File: src/rtl/pipelined_adder_if.sv
// Operand/result handshake bundle for pipelined_adder.
// The master drives operands and out_ready; the slave (adder) drives results and in_ready.
interface pipelined_adder_if #(
  parameter int WIDTH = 64
);
  logic             in_valid;
  logic             in_ready;
  logic [WIDTH-1:0] in1;
  logic [WIDTH-1:0] in2;
  logic             cin;
  logic             sub;
  logic             out_valid;
  logic             out_ready;
  logic [WIDTH-1:0] sum;
  logic             cout;
  logic             ovf;

  modport master (
    output in_valid, in1, in2, cin, sub, out_ready,
    input  in_ready, out_valid, sum, cout, ovf
  );

  modport slave (
    input  in_valid, in1, in2, cin, sub, out_ready,
    output in_ready, out_valid, sum, cout, ovf
  );
endinterface

File: src/rtl/pipelined_adder.sv
// WIDTH-bit add/subtract split into STAGES carry-chained slices, one slice per clock.
// Operands ride forward with their operation; the last stage holds the full sum and flags.
module pipelined_adder #(
  parameter int WIDTH  = 64,
  parameter int STAGES = 4
) (
  input logic           clk,
  input logic           rst,
  pipelined_adder_if.slave bus
);
  localparam int CW   = WIDTH / STAGES;
  localparam int LAST = STAGES - 1;

  logic             vld   [STAGES];
  logic             vld_d [STAGES];
  logic [WIDTH-1:0] a_q   [STAGES];
  logic [WIDTH-1:0] a_d   [STAGES];
  logic [WIDTH-1:0] b_q   [STAGES];
  logic [WIDTH-1:0] b_d   [STAGES];
  logic [WIDTH-1:0] s_q   [STAGES];
  logic [WIDTH-1:0] s_d   [STAGES];
  logic             c_q   [STAGES];
  logic             c_d   [STAGES];
  logic             advance;

  // The whole pipe moves as one; a stalled head freezes every stage, bubbles included.
  assign advance = !vld[LAST] || bus.out_ready;

  for (genvar k = 0; k < STAGES; k++) begin : g_stage
    logic [CW:0] slice;

    if (k == 0) begin : g_head
      logic [WIDTH-1:0] b_eff;
      assign b_eff    = bus.sub ? ~bus.in2 : bus.in2;
      assign slice    = {1'b0, bus.in1[CW-1:0]} + {1'b0, b_eff[CW-1:0]}
                      + (CW+1)'(bus.sub | bus.cin);
      assign vld_d[k] = bus.in_valid;
      assign a_d[k]   = bus.in1;
      assign b_d[k]   = b_eff;
      assign s_d[k]   = WIDTH'(slice[CW-1:0]);
    end else begin : g_body
      assign slice    = {1'b0, a_q[k-1][k*CW +: CW]} + {1'b0, b_q[k-1][k*CW +: CW]}
                      + (CW+1)'(c_q[k-1]);
      assign vld_d[k] = vld[k-1];
      assign a_d[k]   = a_q[k-1];
      assign b_d[k]   = b_q[k-1];
      // Upper sum bits are still zero here, so OR-ing in the new slice is a plain insert.
      assign s_d[k]   = s_q[k-1] | (WIDTH'(slice[CW-1:0]) << (k*CW));
    end

    assign c_d[k] = slice[CW];
  end

  always_ff @(posedge clk) begin
    if (rst) begin
      for (int unsigned k = 0; k < STAGES; k++) begin
        vld[k] <= 1'b0;
        a_q[k] <= '0;
        b_q[k] <= '0;
        s_q[k] <= '0;
        c_q[k] <= 1'b0;
      end
    end else if (advance) begin
      for (int unsigned k = 0; k < STAGES; k++) begin
        vld[k] <= vld_d[k];
        a_q[k] <= a_d[k];
        b_q[k] <= b_d[k];
        s_q[k] <= s_d[k];
        c_q[k] <= c_d[k];
      end
    end
  end

  assign bus.in_ready  = advance;
  assign bus.out_valid = vld[LAST];
  assign bus.sum       = s_q[LAST];
  assign bus.cout      = c_q[LAST];
  assign bus.ovf       = (a_q[LAST][WIDTH-1] == b_q[LAST][WIDTH-1])
                      && (s_q[LAST][WIDTH-1] != a_q[LAST][WIDTH-1]);
endmodule

File: src/flat_wrapper.sv
// flat-port wrapper written by rule: the top's interface ports become plain ports
module pipelined_adder_flat 
#(
  parameter int WIDTH  = 64,
  parameter int STAGES = 4
)
  (clk, rst, bus_in_valid, bus_in1, bus_in2, bus_cin, bus_sub, bus_out_ready, bus_in_ready, bus_out_valid, bus_sum, bus_cout, bus_ovf);
  pipelined_adder_if #(.WIDTH(WIDTH)) bus_i ();
  input logic clk;
  input logic rst;
  input wire logic [$bits(bus_i.in_valid)-1:0] bus_in_valid;
  input wire logic [$bits(bus_i.in1)-1:0] bus_in1;
  input wire logic [$bits(bus_i.in2)-1:0] bus_in2;
  input wire logic [$bits(bus_i.cin)-1:0] bus_cin;
  input wire logic [$bits(bus_i.sub)-1:0] bus_sub;
  input wire logic [$bits(bus_i.out_ready)-1:0] bus_out_ready;
  output wire logic [$bits(bus_i.in_ready)-1:0] bus_in_ready;
  output wire logic [$bits(bus_i.out_valid)-1:0] bus_out_valid;
  output wire logic [$bits(bus_i.sum)-1:0] bus_sum;
  output wire logic [$bits(bus_i.cout)-1:0] bus_cout;
  output wire logic [$bits(bus_i.ovf)-1:0] bus_ovf;
  assign bus_i.in_valid = bus_in_valid;
  assign bus_i.in1 = bus_in1;
  assign bus_i.in2 = bus_in2;
  assign bus_i.cin = bus_cin;
  assign bus_i.sub = bus_sub;
  assign bus_i.out_ready = bus_out_ready;
  assign bus_in_ready = bus_i.in_ready;
  assign bus_out_valid = bus_i.out_valid;
  assign bus_sum = bus_i.sum;
  assign bus_cout = bus_i.cout;
  assign bus_ovf = bus_i.ovf;
  pipelined_adder #(.WIDTH(WIDTH), .STAGES(STAGES)) u_core (.clk(clk), .rst(rst), .bus(bus_i));
endmodule
File: config.mk
export PLATFORM = sky130hd
export DESIGN_NAME = pipelined_adder_flat
export DESIGN_NICKNAME = d
export VERILOG_FILES = /design/src/rtl/pipelined_adder_if.sv /design/src/rtl/pipelined_adder.sv /design/src/flat_wrapper.sv
export SDC_FILE = /design/constraint.sdc
export NUM_CORES = 1
export LEC_CHECK = 0
export ABC_AREA = 1
export BUFFER_PORTS_ARGS = -buffer_cell sky130_fd_sc_hd__buf_2
export CAP_MARGIN = 20
export CORE_UTILIZATION = 53
export DETAILED_ROUTE_END_ITERATION = 16
export GPL_TIMING_DRIVEN = 0
export PLACE_DENSITY = 0.84
export SYNTH_ARGS = -nofsm -noshare
export SYNTH_HDL_FRONTEND = slang
export SYNTH_SLANG_ARGS = --single-unit
File: constraint.sdc
create_clock -name clk -period 12.4 [get_ports clk]
set_clock_uncertainty 0.2 [all_clocks]
set_input_delay 1.24 -clock clk [delete_from_list [all_inputs] [get_ports clk]]
set_output_delay 1.24 -clock clk [all_outputs]
set_load 0.01 [all_outputs]
* After elaboration in Yosys (flattened, before gate mapping) *
Memory sizes are Yosys's and may differ from the RTL's.
Index checks and enable logic that the tools add are counted.

operators by class
  bitwise operators = 25
  add/subtract/negate cells = 8
  multiplexer cells = 26
  equal/unequal tests = 2
  reduce and logical (&&, ||, !) cells = 3

operator list
  kind                          number
  2-to-1 mux 64 bit             13
  adder 16 x 16 -> 17 bit       4
  NOT 64 bit                    1
  bitwise OR 64 x 32 -> 64 bit  1
  bitwise OR 64 x 48 -> 64 bit  1
  bitwise OR 64 bit             1
  adder 17 x 1 -> 17 bit        3
  bitwise OR 1 bit              21
  adder 17 bit                  1
  2-to-1 mux 1 bit              13
  equality test 1 bit           1
  logical AND 1 bit             1
  logical NOT 1 bit             1
  logical OR 1 bit              1
  inequality test 1 bit         1

word-level totals
  output and inout bits = 68
  memories = 5
  RAM bits = 776
  input bits = 134
  register bits after elaboration = 0

memories
  memory      words  width  rd ports  clocked after memory_dff  wr ports  RTL line               source
  u_core.a_q  4      64     4         0                         4         pipelined_adder.sv:16  logic [WIDTH-1:0] a_q [STAGES];
  u_core.b_q  4      64     4         0                         4         pipelined_adder.sv:18  logic [WIDTH-1:0] b_q [STAGES];
  u_core.s_q  4      64     4         0                         4         pipelined_adder.sv:20  logic [WIDTH-1:0] s_q [STAGES];
  u_core.c_q  4      1      4         0                         4         pipelined_adder.sv:22  logic c_q [STAGES];
  u_core.vld  4      1      4         0                         4         pipelined_adder.sv:14  logic vld [STAGES];

* Longest topological paths before layout *
An unclocked memory read counts as a cell.

  depth in word-level cells = 7
  depth in mapped cells = 15
  depth with buffers taken out = 13

* Worst setup path after synthesis *
Ideal clock, no wire load.

  kind = input to register
  from = input bus_out_ready
  to = memory u_core.a_q[0][16], enable pin
  stages on the path = 2
  setup slack = -0.679 ns
  arrival = 9.317 ns
  path buffers = 0
  cell sequence = inv_1 > nand3_1

RTL lines
  what                RTL line               source
  start: declaration  flat_wrapper.sv:16     input wire logic [$bits(bus_i.out_ready)-1:0] bus_out_ready;
  end: declaration    pipelined_adder.sv:16

==> results.md <==
- Die X: around 190 µm
- CP endpoint kind: flop
- Wirelength per Cell: approximately 14 µm
- # DRC: 0
- # H-tree levels: 2
- GP Congestion: slightly above 0.9
- R2r setup slk: a little under 10 ns
- Via density: 4.81
- Starting utilization of the core area: a little over half
- CTS tree: yes
- PwrDens: about 140 mW/mm²
- Peak VDD IR: 0.0000837 V
- Row cnt: 66
- Sum of negative setup slack: 0 ns
- Clock-pin slew on the worst setup and hold paths: about 0.060 ns
- Worst min path class: reg2reg
- Multiplexer share of the synthesized area: 0%
- N_diodes: 0
- Initial antenna violation count: 1
- Area Growth Syn to Fin: 16.0%
- # nets final: between 2000 and 2500
- Core ar.: 0.0329 mm²
- Leakage Power: between 0.01 and 0.015 µW
- Ports: between 200 and 250
- Post-Synthesis Cells: 1864
- CTS buffer count: 37
- Yosys warns: 0
- Clk_lat worst skew: ~0.5 ns
- Area share of the largest cell type after synthesis: a little over 60%
- Post-CTS sizing: 0
- Tot GR Track Use: ~22%
- Postcts setup bufs: 0
- Core Util, Final: between 60% and 70%
- XOR/XNOR share of the synthesized area: 3.13%
- Startpoint types: input port
- First-pass GRT wire length: a little under 60000 µm
- Adder-cell share of the synthesized area: under 10%
- Status: finished clean
- WP data required: 12.46 ns
- CTS max path bufs: 3
- Largest family of logic cells by synthesized area: simple AND/OR/NAND/NOR gates
- Routed WL: approximately 37000 µm
- Post-Syn Area per Cell: slightly below 10 µm²
- RSZ-0062 raised after global routing: false
- Max Freq: around 0.31 GHz
- Final HPWL DP: between 20000 and 30000 µm
- CP max FO: 10
- Die ar.: between 0.03 and 0.04 mm²
- WP data arrival: ~3.3 ns
- Crit share post-route: ~26%
- I/O Buffers: 200
- Complex-gate fraction of the synthesized area: around 2.9%
- Syn Std Cell Area: between 0.015 and 0.02 mm²
- Max-cap violations: 0
- Final Critical Period: between 3 and 4 ns
- Share of the yosys chip area belonging to registers: 60.7%
- Post-synth cell types: 31
- Layout cells sized above 1: between 10% and 20%
- Simple-gate area share of the yosys netlist: between 10% and 20%
- Hold_buf cts: 0
- Number of routed nets with antenna violations: 0
- Slew at the pin with the worst max-slew slack: about 0.65 ns
- Global route overflow: 0
- Largest net degree at the start of global routing: 70
- DRT Pass-1 Iters: 5
- Final setup violation count: 0
- Final hold vios: 0
- Filler cells: 2610
- Vias in the first global route: approximately 12000
- Drt first-iter violations: roughly 920
- Clk root buf: clkbuf_16
- Max-slew headroom: ~57%
- Mapped Nets: ~2100
- Setup CP Type: in2reg
- Vias: 12400
- Clk sinks: between 300 and 400
- Seq cells post-synth: ~360
- Final max-slew violation count: 0
- Die height: 186 µm
- Area leader, netlist: edfxtp_1
- Dominant cells by area after synthesis: edfxtp_1 (61%), inv_1 (9.1%), nor2_1 (8.3%)
[worst max-delay path, stage by stage]
cell and delay, ns:
buf_4 0.22, buf_4 0.25, xnor2_1 0.12, fa_1 0.40, inv_1 0.12, fa_1 0.22, nand2_2 0.09, nand2_1 0.08
nand3b_1 0.08, nand2_1 0.14, nand2_1 0.09, a21oi_1 0.15, nor2_1 0.08
[final timing paths]
| path | startpoint | to | depth (start not counted) |
|---|---|---|---|
| min reg2reg | u_core.b_q[0][115] | u_core.b_q[0][179] | 2 |
| max reg2reg | u_core.vld[0][3] | u_core.s_q[0][231] | 4 |
| min | u_core.b_q[0][115] | u_core.b_q[0][179] | 2 |
| max | bus_sub | u_core.s_q[0][14] | 13 |
[stage by stage]
step	total power, µW	setup WS (ns)	hold WS [ns]	instances	cell area, µm²
finish	2890	9.18	0.341	2576	20800
global route	3000	8.95	0.357	2576	20800
CTS	2910	9.17	0.342	2576	20800
detailed placement	1850	8.64	0.329	2512	19600
global placement	1840	1.82	0.321	2506	19500
floorplan	1740	4.03	0.319	1864	17900
[synth_stat cells]
library cell    n
a211oi_1        3
a21oi_1        68
a21oi_2         4
and2_1          3
buf_2          40
buf_4           4
clkbuf_4        2
edfxtp_1      362
fa_1            8
ha_1           60
inv_1         433
inv_2           2
nand2_1       319
nand2_2        11
nand3_1        29
nand3_2         4
nand3b_1        4
nand3b_4        1
nand4_1         4
nor2_1        394
nor2_2          3
nor3_1          9
nor3_2          3
nor3b_1         2
o21ai_0        22
o21ai_1         1
or2_1           2
or2_2           2
or2_4           1
xnor2_1        49
xor2_1         15
[registers in the layout, summed over array words and instances (netlist names)]
register,flops
u_core.a_q,97
u_core.b_q,97
u_core.c_q,4
u_core.s_q,160
u_core.vld,4
[routing by layer]
metal / GRT usage, % / routed length, µm / up-vias
li1: - / - / 6257
met1: 28.3 / 15300 / 5641
met2: 38.3 / 18100 / 392
met3: 3.11 / 2390 / 93
met4: 9.57 / 1400 / 2
met5: 0 / 11 / -
[power by group]
group	switching [µW]	total [µW]	internal (µW)
Combinational	220	348	128
Clock	447	1060	610
Sequential	30.8	1480	1450
[final cells by class]
class	instances	area (µm²)	share of cell area (%)
buffer	46	245	1.18
clock buffer	41	941	4.53
clock inverter	23	196	0.946
inverter	435	1630	7.86
multi-input combinational	1021	5160	24.9
sequential	362	10900	52.4
tap	442	553	2.66
timing repair buffer	206	1160	5.58
[layout by cell type (no fill, tap or decap), types with 3 or more instances in the layout]
cell type and instances:
nor3_1 9, a21oi_2 4, bufinv_16 3, a21oi_1 68, clkbuf_16 37, clkbuf_1 4
fa_1 8, ha_1 60, nand2_2 11, a211oi_1 3, buf_2 240, inv_1 433
buf_4 4, inv_6 3, buf_16 5, nand4_1 4, nand2_1 319, o21ai_0 22
and2_1 3, edfxtp_1 362, nand3_2 4, nand3_1 28, clkinv_2 5, nor2_2 3
nand3b_1 4, nor3_2 3, xor2_1 15, nor2_1 394, xnor2_1 49, clkinv_1 10
[logic make-up (layout without fill, tap and decap cells)]
group | after synthesis | after routing
AOI/OAI and AO/OA | 98 | 98
DFF | 362 | 362
adders and majority gates | 68 | 68
buffers and inverters | 481 | 751
xor gates and xnor gates | 64 | 64
and+or+nand+nor | 791 | 791
(Power assumes the default switching activity.)
